## config.mk

```make
export PLATFORM = sky130hd
export DESIGN_NAME = fp_result_arbiter
export DESIGN_NICKNAME = d
export VERILOG_FILES = /design/src/rtl/fp_pkg.sv /design/src/rtl/rr_arbiter3.sv /design/src/rtl/fp_result_arbiter.sv
export SDC_FILE = /design/constraint.sdc
export NUM_CORES = 1
export LEC_CHECK = 0
export CELL_PAD_IN_SITES_DETAIL_PLACEMENT = 0
export CELL_PAD_IN_SITES_GLOBAL_PLACEMENT = 1
export CORE_MARGIN = 3
export CORE_UTILIZATION = 36
export CTS_CLUSTER_SIZE = 14
export DETAILED_ROUTE_END_ITERATION = 10
export PLACE_DENSITY_LB_ADDON = 0.05
export SYNTH_ARGS = -nofsm -noshare
export SYNTH_HDL_FRONTEND = slang
export SYNTH_SLANG_ARGS = --single-unit
```

## constraint.sdc

```tcl
create_clock -name clk_i -period 2.7 [get_ports clk_i]
set_input_delay 0.81 -clock clk_i [delete_from_list [all_inputs] [get_ports clk_i]]
set_output_delay 0.81 -clock clk_i [all_outputs]
set_load 0.03 [all_outputs]
```

## src/rtl/fp_pkg.sv

```systemverilog
// Shared types for the FP result path: opcode tags, result sources and arbiter FSM states.
package fp_pkg;

  typedef enum logic [2:0] {
    OP_ADD = 3'd0,
    OP_SUB = 3'd1,
    OP_MUL = 3'd2,
    OP_SIN = 3'd3,
    OP_COS = 3'd4
  } opcode_t;

  typedef enum logic [1:0] {
    SRC_ADD  = 2'd0,
    SRC_MUL  = 2'd1,
    SRC_SINE = 2'd2
  } src_t;

  typedef enum logic {
    IDLE  = 1'b0,
    WRITE = 1'b1
  } arb_state_t;

  localparam int unsigned NUM_SRC = 3;

  // Round-robin successor; the unused encoding folds back to ADD.
  function automatic src_t src_next(src_t s);
    case (s)
      SRC_ADD: return SRC_MUL;
      SRC_MUL: return SRC_SINE;
      default: return SRC_ADD;
    endcase
  endfunction

endpackage

```

## src/rtl/rr_arbiter3.sv

```systemverilog
// Three-way combinational round-robin pick: first requester at or after ptr_i.
module rr_arbiter3
  import fp_pkg::*;
(
  input  logic [2:0] req_i,
  input  src_t       ptr_i,
  output logic       gnt_valid_o,
  output src_t       gnt_o
);

  src_t order [3];

  always_comb begin
    order[0] = ((ptr_i == SRC_MUL) || (ptr_i == SRC_SINE)) ? ptr_i : SRC_ADD;
    order[1] = src_next(order[0]);
    order[2] = src_next(order[1]);
    gnt_valid_o = 1'b0;
    gnt_o       = SRC_ADD;
    // Scan from lowest priority up so the highest-priority requester wins last.
    for (int k = 2; k >= 0; k--) begin
      if (req_i[order[k]]) begin
        gnt_valid_o = 1'b1;
        gnt_o       = order[k];
      end
    end
  end

endmodule

```

## src/rtl/fp_result_arbiter.sv

```systemverilog
// Buffers add/mul/sine results in one-entry holding registers and serialises them
// onto the single output-FIFO write port with round-robin arbitration.
module fp_result_arbiter
  import fp_pkg::*;
#(
  parameter int unsigned DATA_W = 32,
  parameter int unsigned TAG_W  = 3,
  parameter int unsigned CNT_W  = 16
) (
  input  logic                    clk_i,
  input  logic                    n_rst_i,
  input  logic                    add_done_i,
  input  logic [DATA_W-1:0]       add_result_i,
  input  logic [TAG_W-1:0]        add_op_i,
  input  logic                    mul_done_i,
  input  logic [DATA_W-1:0]       mul_result_i,
  input  logic [TAG_W-1:0]        mul_op_i,
  input  logic                    sine_done_i,
  input  logic [DATA_W-1:0]       sine_result_i,
  input  logic [TAG_W-1:0]        sine_op_i,
  input  logic                    fifo_full_i,
  output logic                    add_hold_o,
  output logic                    mul_hold_o,
  output logic                    sine_hold_o,
  output logic                    fifo_wr_o,
  output logic [TAG_W+DATA_W-1:0] fifo_wdata_o,
  output logic                    out_fifo_hold_o,
  output logic                    overflow_err_o,
  output logic [CNT_W-1:0]        result_count_o
);

  logic [2:0]        done;
  logic [DATA_W-1:0] res [NUM_SRC];
  logic [TAG_W-1:0]  op  [NUM_SRC];

  logic [2:0]              pend_q, pend_d;
  logic [DATA_W-1:0]       data_q [NUM_SRC];
  logic [DATA_W-1:0]       data_d [NUM_SRC];
  logic [TAG_W-1:0]        tag_q  [NUM_SRC];
  logic [TAG_W-1:0]        tag_d  [NUM_SRC];
  arb_state_t              state_q, state_d;
  src_t                    rr_ptr_q, rr_ptr_d;
  logic                    fifo_wr_q, fifo_wr_d;
  logic [TAG_W+DATA_W-1:0] fifo_wdata_q, fifo_wdata_d;
  logic                    overflow_q, overflow_d;
  logic [CNT_W-1:0]        count_q, count_d;

  logic       gnt_valid;
  src_t       gnt;
  logic       grant_en;
  logic [2:0] grant_vec;

  always_comb begin
    done   = {sine_done_i, mul_done_i, add_done_i};
    res[0] = add_result_i;
    res[1] = mul_result_i;
    res[2] = sine_result_i;
    op[0]  = add_op_i;
    op[1]  = mul_op_i;
    op[2]  = sine_op_i;
  end

  rr_arbiter3 u_rr_arbiter3 (
    .req_i       (pend_q),
    .ptr_i       (rr_ptr_q),
    .gnt_valid_o (gnt_valid),
    .gnt_o       (gnt)
  );

  always_comb begin
    grant_en  = (state_q == IDLE) && !fifo_full_i && gnt_valid;
    grant_vec = '0;
    if (grant_en) grant_vec[gnt] = 1'b1;

    pend_d       = pend_q;
    data_d       = data_q;
    tag_d        = tag_q;
    state_d      = state_q;
    rr_ptr_d     = rr_ptr_q;
    fifo_wr_d    = 1'b0;
    fifo_wdata_d = fifo_wdata_q;
    overflow_d   = overflow_q;
    count_d      = count_q;

    // A granted slot frees up on this edge, so a same-cycle done may refill it.
    for (int i = 0; i < int'(NUM_SRC); i++) begin
      if (grant_vec[i]) pend_d[i] = 1'b0;
      if (done[i]) begin
        if (!pend_q[i] || grant_vec[i]) begin
          pend_d[i] = 1'b1;
          data_d[i] = res[i];
          tag_d[i]  = op[i];
        end else begin
          overflow_d = 1'b1;
        end
      end
    end

    unique case (state_q)
      IDLE: begin
        if (grant_en) begin
          fifo_wdata_d = {tag_q[gnt], data_q[gnt]};
          rr_ptr_d     = src_next(gnt);
          state_d      = WRITE;
          fifo_wr_d    = 1'b1;
        end
      end
      WRITE: begin
        count_d = count_q + CNT_W'(1);
        state_d = IDLE;
      end
      default: state_d = IDLE;
    endcase
  end

  always_ff @(posedge clk_i or negedge n_rst_i) begin
    if (!n_rst_i) begin
      pend_q       <= '0;
      for (int i = 0; i < int'(NUM_SRC); i++) begin
        data_q[i] <= '0;
        tag_q[i]  <= '0;
      end
      state_q      <= IDLE;
      rr_ptr_q     <= SRC_ADD;
      fifo_wr_q    <= 1'b0;
      fifo_wdata_q <= '0;
      overflow_q   <= 1'b0;
      count_q      <= '0;
    end else begin
      pend_q       <= pend_d;
      data_q       <= data_d;
      tag_q        <= tag_d;
      state_q      <= state_d;
      rr_ptr_q     <= rr_ptr_d;
      fifo_wr_q    <= fifo_wr_d;
      fifo_wdata_q <= fifo_wdata_d;
      overflow_q   <= overflow_d;
      count_q      <= count_d;
    end
  end

  assign add_hold_o      = pend_q[0];
  assign mul_hold_o      = pend_q[1];
  assign sine_hold_o     = pend_q[2];
  assign fifo_wr_o       = fifo_wr_q;
  assign fifo_wdata_o    = fifo_wdata_q;
  assign overflow_err_o  = overflow_q;
  assign result_count_o  = count_q;
  assign out_fifo_hold_o = fifo_full_i | (pend_q[0] & pend_q[1]) | (pend_q[0] & pend_q[2]) |
                           (pend_q[1] & pend_q[2]);

endmodule

```

# Word-level counts from Yosys, hierarchy flattened

Index checks and enable logic that the tools add are counted.
Widths: inputs -> output; s select.

Output and inout bits: 57
Flip-flop bits (word level): 164
Input bits: 111
Logic and storage cells: 94

Magnitude comparators: 6
Equal/unequal tests: 5
Multiplexer cells: 43
Bitwise logic cells: 8
Reduce and logical (&&, ||, !) cells: 18
$add $sub $neg: 1

Operators with widths:

| operator              | count |
|---|---|
| $bmux 32 s2           | 1 |
| $mux 32               | 2 |
| $mux 1                | 24 |
| $add 16x1->16 const B | 1 |
| $lt 2x3->1 const B    | 4 |
| $pmux 2 s2            | 3 |
| $mux 3                | 3 |
| $eq 2x1->1 const B    | 4 |
| $mux 2                | 4 |
| $reduce_and 2->1      | 4 |
| $bmux 1 s2            | 3 |
| $bmux 3 s2            | 1 |
| $logic_not 2->1       | 3 |
| $logic_not 1->1       | 4 |
| $logic_or 1x1->1      | 4 |
| $and 1x1->1           | 3 |
| $ge 3x3->1 const B    | 1 |
| $logic_and 1x1->1     | 3 |
| $not 2->3             | 1 |
| $or 1x1->1            | 3 |
| $demux 1 s2           | 1 |
| $eq 2x2->1 const B    | 1 |
| $ge 2x1->1 const B    | 1 |
| $pmux 1 s2            | 1 |
| $not 1->1             | 1 |

# Logic depth before layout (Yosys ltp)

Depth after elaboration: 24
Depth in mapped cells: 11

# Hierarchy

From an unflattened synthesis, not the netlist that was laid out.

Cell total of the unflattened synthesis: 562
Area, all modules: 7148.1 µm²

By module, submodules not included:

| module            | cells each | times used | sequential area each (µm²) | area each (µm²) |
|---|---|---|---|---|
| fp_result_arbiter | 530        | 1          | 4078.9                     | 6914.1 |
| rr_arbiter3       | 32         | 1          | 0.0                        | 234.0 |

# Least setup slack after synthesis

Ideal clock, no wire load.

Path type: register to register
From: register rr_ptr_q[0]
To: register data_q[69] (netlist name)
Clock period less this slack: 2.769 ns
Buffers on the path: 2
Arrival time: 2.642 ns
Cell stages (with the launch flop): 11
Required time: 2.573 ns
Setup slack: -0.069 ns
Cell sequence: dfrtp_1 -> inv_1 -> ha_1 -> buf_2 -> nor2b_1 -> o31a_1 -> or3b_1 -> o21a_1 -> o2bb2ai_4 -> buf_6 -> mux2_1

Cells in the longest elaborated chain, start to end: 19
Elaborated cells on any way between the ends: 31

Ends and longest elaborated chain:

| what                                                                  | line                     | RTL |
|---|---|---|
| start, declared                                                       | fp_result_arbiter.sv:42  | `src_t rr_ptr_q, rr_ptr_d;` |
| start signal, assigned                                                | fp_result_arbiter.sv:134 | `rr_ptr_q <= rr_ptr_d;` |
| $eq 2x1->1 / $eq 2x2->1 (equally long branches)                       | rr_arbiter3.sv:14        | `order[0] = ((ptr_i == SRC_MUL) \|\| (ptr_i == SRC_SINE)) ? ptr_i : SRC_ADD;` |
| $logic_or 1x1->1                                                      | rr_arbiter3.sv:14        |  |
| $mux 2 *                                                              | rr_arbiter3.sv:14        |  |
| $eq 2x1->1 / $logic_not 2->1 (equally long branches)                  | fp_pkg.sv:27             | `case (s)` |
| $pmux 2 s2                                                            | fp_pkg.sv:27             |  |
| $eq 2x1->1 / $logic_not 2->1 (equally long branches)                  | fp_pkg.sv:27             |  |
| $pmux 2 s2                                                            | fp_pkg.sv:27             |  |
| $bmux 1 s2                                                            | rr_arbiter3.sv:21        | `if (req_i[order[k]]) begin` |
| $mux 1 (not written as such)                                          | rr_arbiter3.sv:21        |  |
| $mux 2 (3 in a row)                                                   | rr_arbiter3.sv:21        |  |
| $lt 2x3->1 (not written as such) / $ge 2x1->1 (equally long branches) | fp_result_arbiter.sv:73  | `if (grant_en) grant_vec[gnt] = 1'b1;` |
| $logic_and 1x1->1 (not written as such)                               | fp_result_arbiter.sv:73  |  |
| $mux 1 (not written as such)                                          | fp_result_arbiter.sv:73  |  |
| $demux 1 s2                                                           | fp_result_arbiter.sv:73  |  |
| $mux 3 *                                                              | fp_result_arbiter.sv:73  |  |
| $logic_or 1x1->1 *                                                    | fp_result_arbiter.sv:89  | `if (!pend_q[i] \|\| grant_vec[i]) begin` |
| $reduce_and 2->1 (no line) *                                          | -                        |  |
| end signal, assigned                                                  | fp_result_arbiter.sv:131 | `data_q <= data_d;` |
| end, declared                                                         | fp_result_arbiter.sv:37  | `logic [DATA_W-1:0] data_q [NUM_SRC];` |

Mark *: on every way between the ends. The rest lies on a longest branch, timed or not. The select of a mux whose other input is x is not followed.
A chain may end at the register's enable or synchronous reset.

# Final worst setup path

From: register rr_ptr_q[0]
To: register data_q[75] (netlist name)

Same word-level chain as after synthesis.

==> impl_metrics.ini <==
[sta]
period_minus_slack_ps = 2740
hold_viol = 0
slew_headroom = 0.661
post-route-period-util = 1.02
drv_slew = 0
fmax_mhz = 365
setup_viol = 16
finClkSkew_ps = 7.93
worst_pin_slew_ps = 508
rsz0062_at_grt = yes
postLayoutSetupSlackWorst_ps = -42.2

[route]
wirelength_um = 19300
dr.pass1.iters = 4
vias = 5023
ant_nets = 0
wl_per_cell_um = 19.6
post_drt_via_cell_ratio = 5.12
drt_iter0_markers = 175
drc = 0

[floorplanning]
core.rowCount = 50
die_w_um = 144
die-area_sq_um = 20900
io_pins = 168
core-area_sq_um = 18800
die_h_um = 144
start_util = 0.368

[finish]
antenna_cells = 0
area_growth_syn_to_layout_pct = 43.0
final_cell_area_sq_um = 9870
nFillCells = 1659
final_common_cell = clkdlybuf4s50_1
drive_gt1_frac = 0.151
layout_common_cells = clkdlybuf4s50_1 (165), dfrtp_1 (161), mux2_1 (96)
finalNetCount = 851
postLayoutCoreUtil = 0.526

[logic_synthesis]
synth_seq_area_share = 0.591
synth_edf_count = 0
syn_avg_cell_area_sq_um = 13.0
yosys.area.top_type = dfrtp_1
syn_area_sq_um = 6900
postSynthCellCount = 533
syn_nets = 649
ys_warn_count = 0
ys_ff_latch = 163
synthTopCellsByArea = dfrtp_1 (59%), mux2_1 (17%), a221oi_1 (3.6%)
synth_top_area_share = 0.591
synth-async-reset-ratio = 1.00
ys_types = 47
synth_flop_cell = dfrtp_1

[placement]
place_ws_ps = -40.5
gp_congestion = 0.803
io_buffers = 167
dp.final_hpwl_um = 13200
placed_area_sq_um = 9110

[cts]
cts.sinks = 163
clock_path_buffers = 2
cts_tree = built
holdBufCountCts = 0
clk_latency_ps = 420
cts-root-buf = clkbuf_16
cts_buffers = 17
clk_pin_slew_ps = 60
htreeDepth = 4

[pwr]
ir_drop_mv = 0.618
p_int_w = 0.00728
seq_power_share = 0.368
p_total_w = 0.0117
swShare = 0.375
power.leakage_nw = 4.21
pwr-share-comb = 0.439
pwr_density_cell_nw_per_um2 = 1180
p_sw_w = 0.00437
pwr-share-clk = 0.194

[worst_setup_path]
end_kind = flip-flop
startpoint_type = flip-flop
r2r_cells = 10
worstSetupPathType = reg2reg
required_ps = 3000
r2r-end = data_q[75]
reg2reg_from = rr_ptr_q[0]
r2r_slack_ps = -40
arrival_ps = 3040
cp_max_fo = 8

[global_routing]
grt_use_total = 0.185
grt_max_degree = 92
grt_overflow = 0
grt_pass1_wl_um = 29600
grt_pass1_vias = 5376
antenna_found_initial = 1

[run_status]
violations = negative setup slack
status = finished with violations

[flow_run]
drv_cap = 0

[hold_path]
hp-class = in2async
[critical path, stage by stage (launching register included)]
cell and delay, ps:
dfrtp_2 440, inv_2 100, ha_4 220, nor2b_4 130, o31a_1 290, or3b_4 390, o21a_4 220, o2bb2ai_4 190
buf_6 150, clkbuf_16 170, mux2_4 310
[stage by stage]
| step | std cells | hold slack (ps) | setup TNS (ps) |
|---|---|---|---|
| finish | 982 | 387 | -469 |
| global route | 982 | 407 | -1910 |
| CTS | 976 | 410 | -128 |
| detailed placement | 937 | 461 | -450 |
| global placement | 937 | 456 | -30.2 |
| floorplan | 533 | 449 | -683 |
[cell usage after synthesis (7+ instances only)]
cell / instances
a221o_1: 7
dfrtp_1: 163
o2bb2ai_1: 11
clkbuf_1: 18
nor2_1: 36
a221oi_1: 28
a21oi_1: 18
mux2_1: 105
xnor2_1: 11
nand2_1: 44
nand3_1: 15
buf_2: 11
[power groups by stage]
stage / Clock [W] / Combinational, W / Sequential (W)
after floorplan: 0 / 0.00227 / 0.00474
after global placement: 0 / 0.00469 / 0.00428
after detailed placement: 0 / 0.00477 / 0.00431
after CTS: 0.00231 / 0.00491 / 0.00428
after global routing: 0.00242 / 0.00554 / 0.00443
final: 0.00226 / 0.00511 / 0.00428
[flip-flops by register name, summed over array words and instances (netlist names)]
| register | count |
|---|---|
| data_q | 96 |
| fifo_wdata_o | 35 |
| result_count_o | 16 |
| tag_q | 9 |
| pend_q | 3 |
| rr_ptr_q | 2 |
| fifo_wr_o | 1 |
| overflow_err_o | 1 |
[cell families (layout without fill, tap and decap cells)]
group           after synthesis  count (layout)  synth area share
mux                         109             109             0.177
buf+inv                      39             254            0.0265
fa+ha+maj                     5               5           0.00906
simple gates                115             115            0.0738
compound gates               87              87             0.104
xor+xnor                     15              15            0.0190
flops                       163             163             0.591
[worst max-delay path by stage]
stage	startpoint	end	slack, ps
2_1_floorplan	rr_ptr_q[0]	data_q[69]	-20
3_3_place_gp	rr_ptr_q[1]	data_q[93]	-7
3_5_place_dp	rr_ptr_q[1]	data_q[93]	-40
4_1_cts	rr_ptr_q[1]	data_q[68]	-20
5_1_grt	rr_ptr_q[0]	data_q[75]	-100
6_report	rr_ptr_q[0]	data_q[75]	-40
[metal layers]
layer  up-vias  global-route usage  share of wire
li1       2333                   -              -
met1      2556               0.240           0.44
met2       122               0.313           0.50
met3        10              0.0552          0.055
met4         2              0.0324         0.0057
met5         -                   0        0.00047
[timing repair]
item	CTS	global route
hold endpoints to repair	0	0
setup endpoints to repair	35	89
pin swaps	0	9
resized for setup	4	27
cloned	1	2
setup buffers	6	6
[final cells by class]
class / instances / area (sq um) / area share
well taps: 234 / 293 / 0.0297
clock inverters: 14 / 118 / 0.0119
flip-flops and latches: 163 / 4080 / 0.413
clock buffers: 18 / 429 / 0.0435
multi-input cells: 331 / 2770 / 0.280
inverters: 7 / 26.3 / 0.00266
repair buffers: 215 / 2160 / 0.219
No activity file was read; power rests on OpenSTA's default activity.
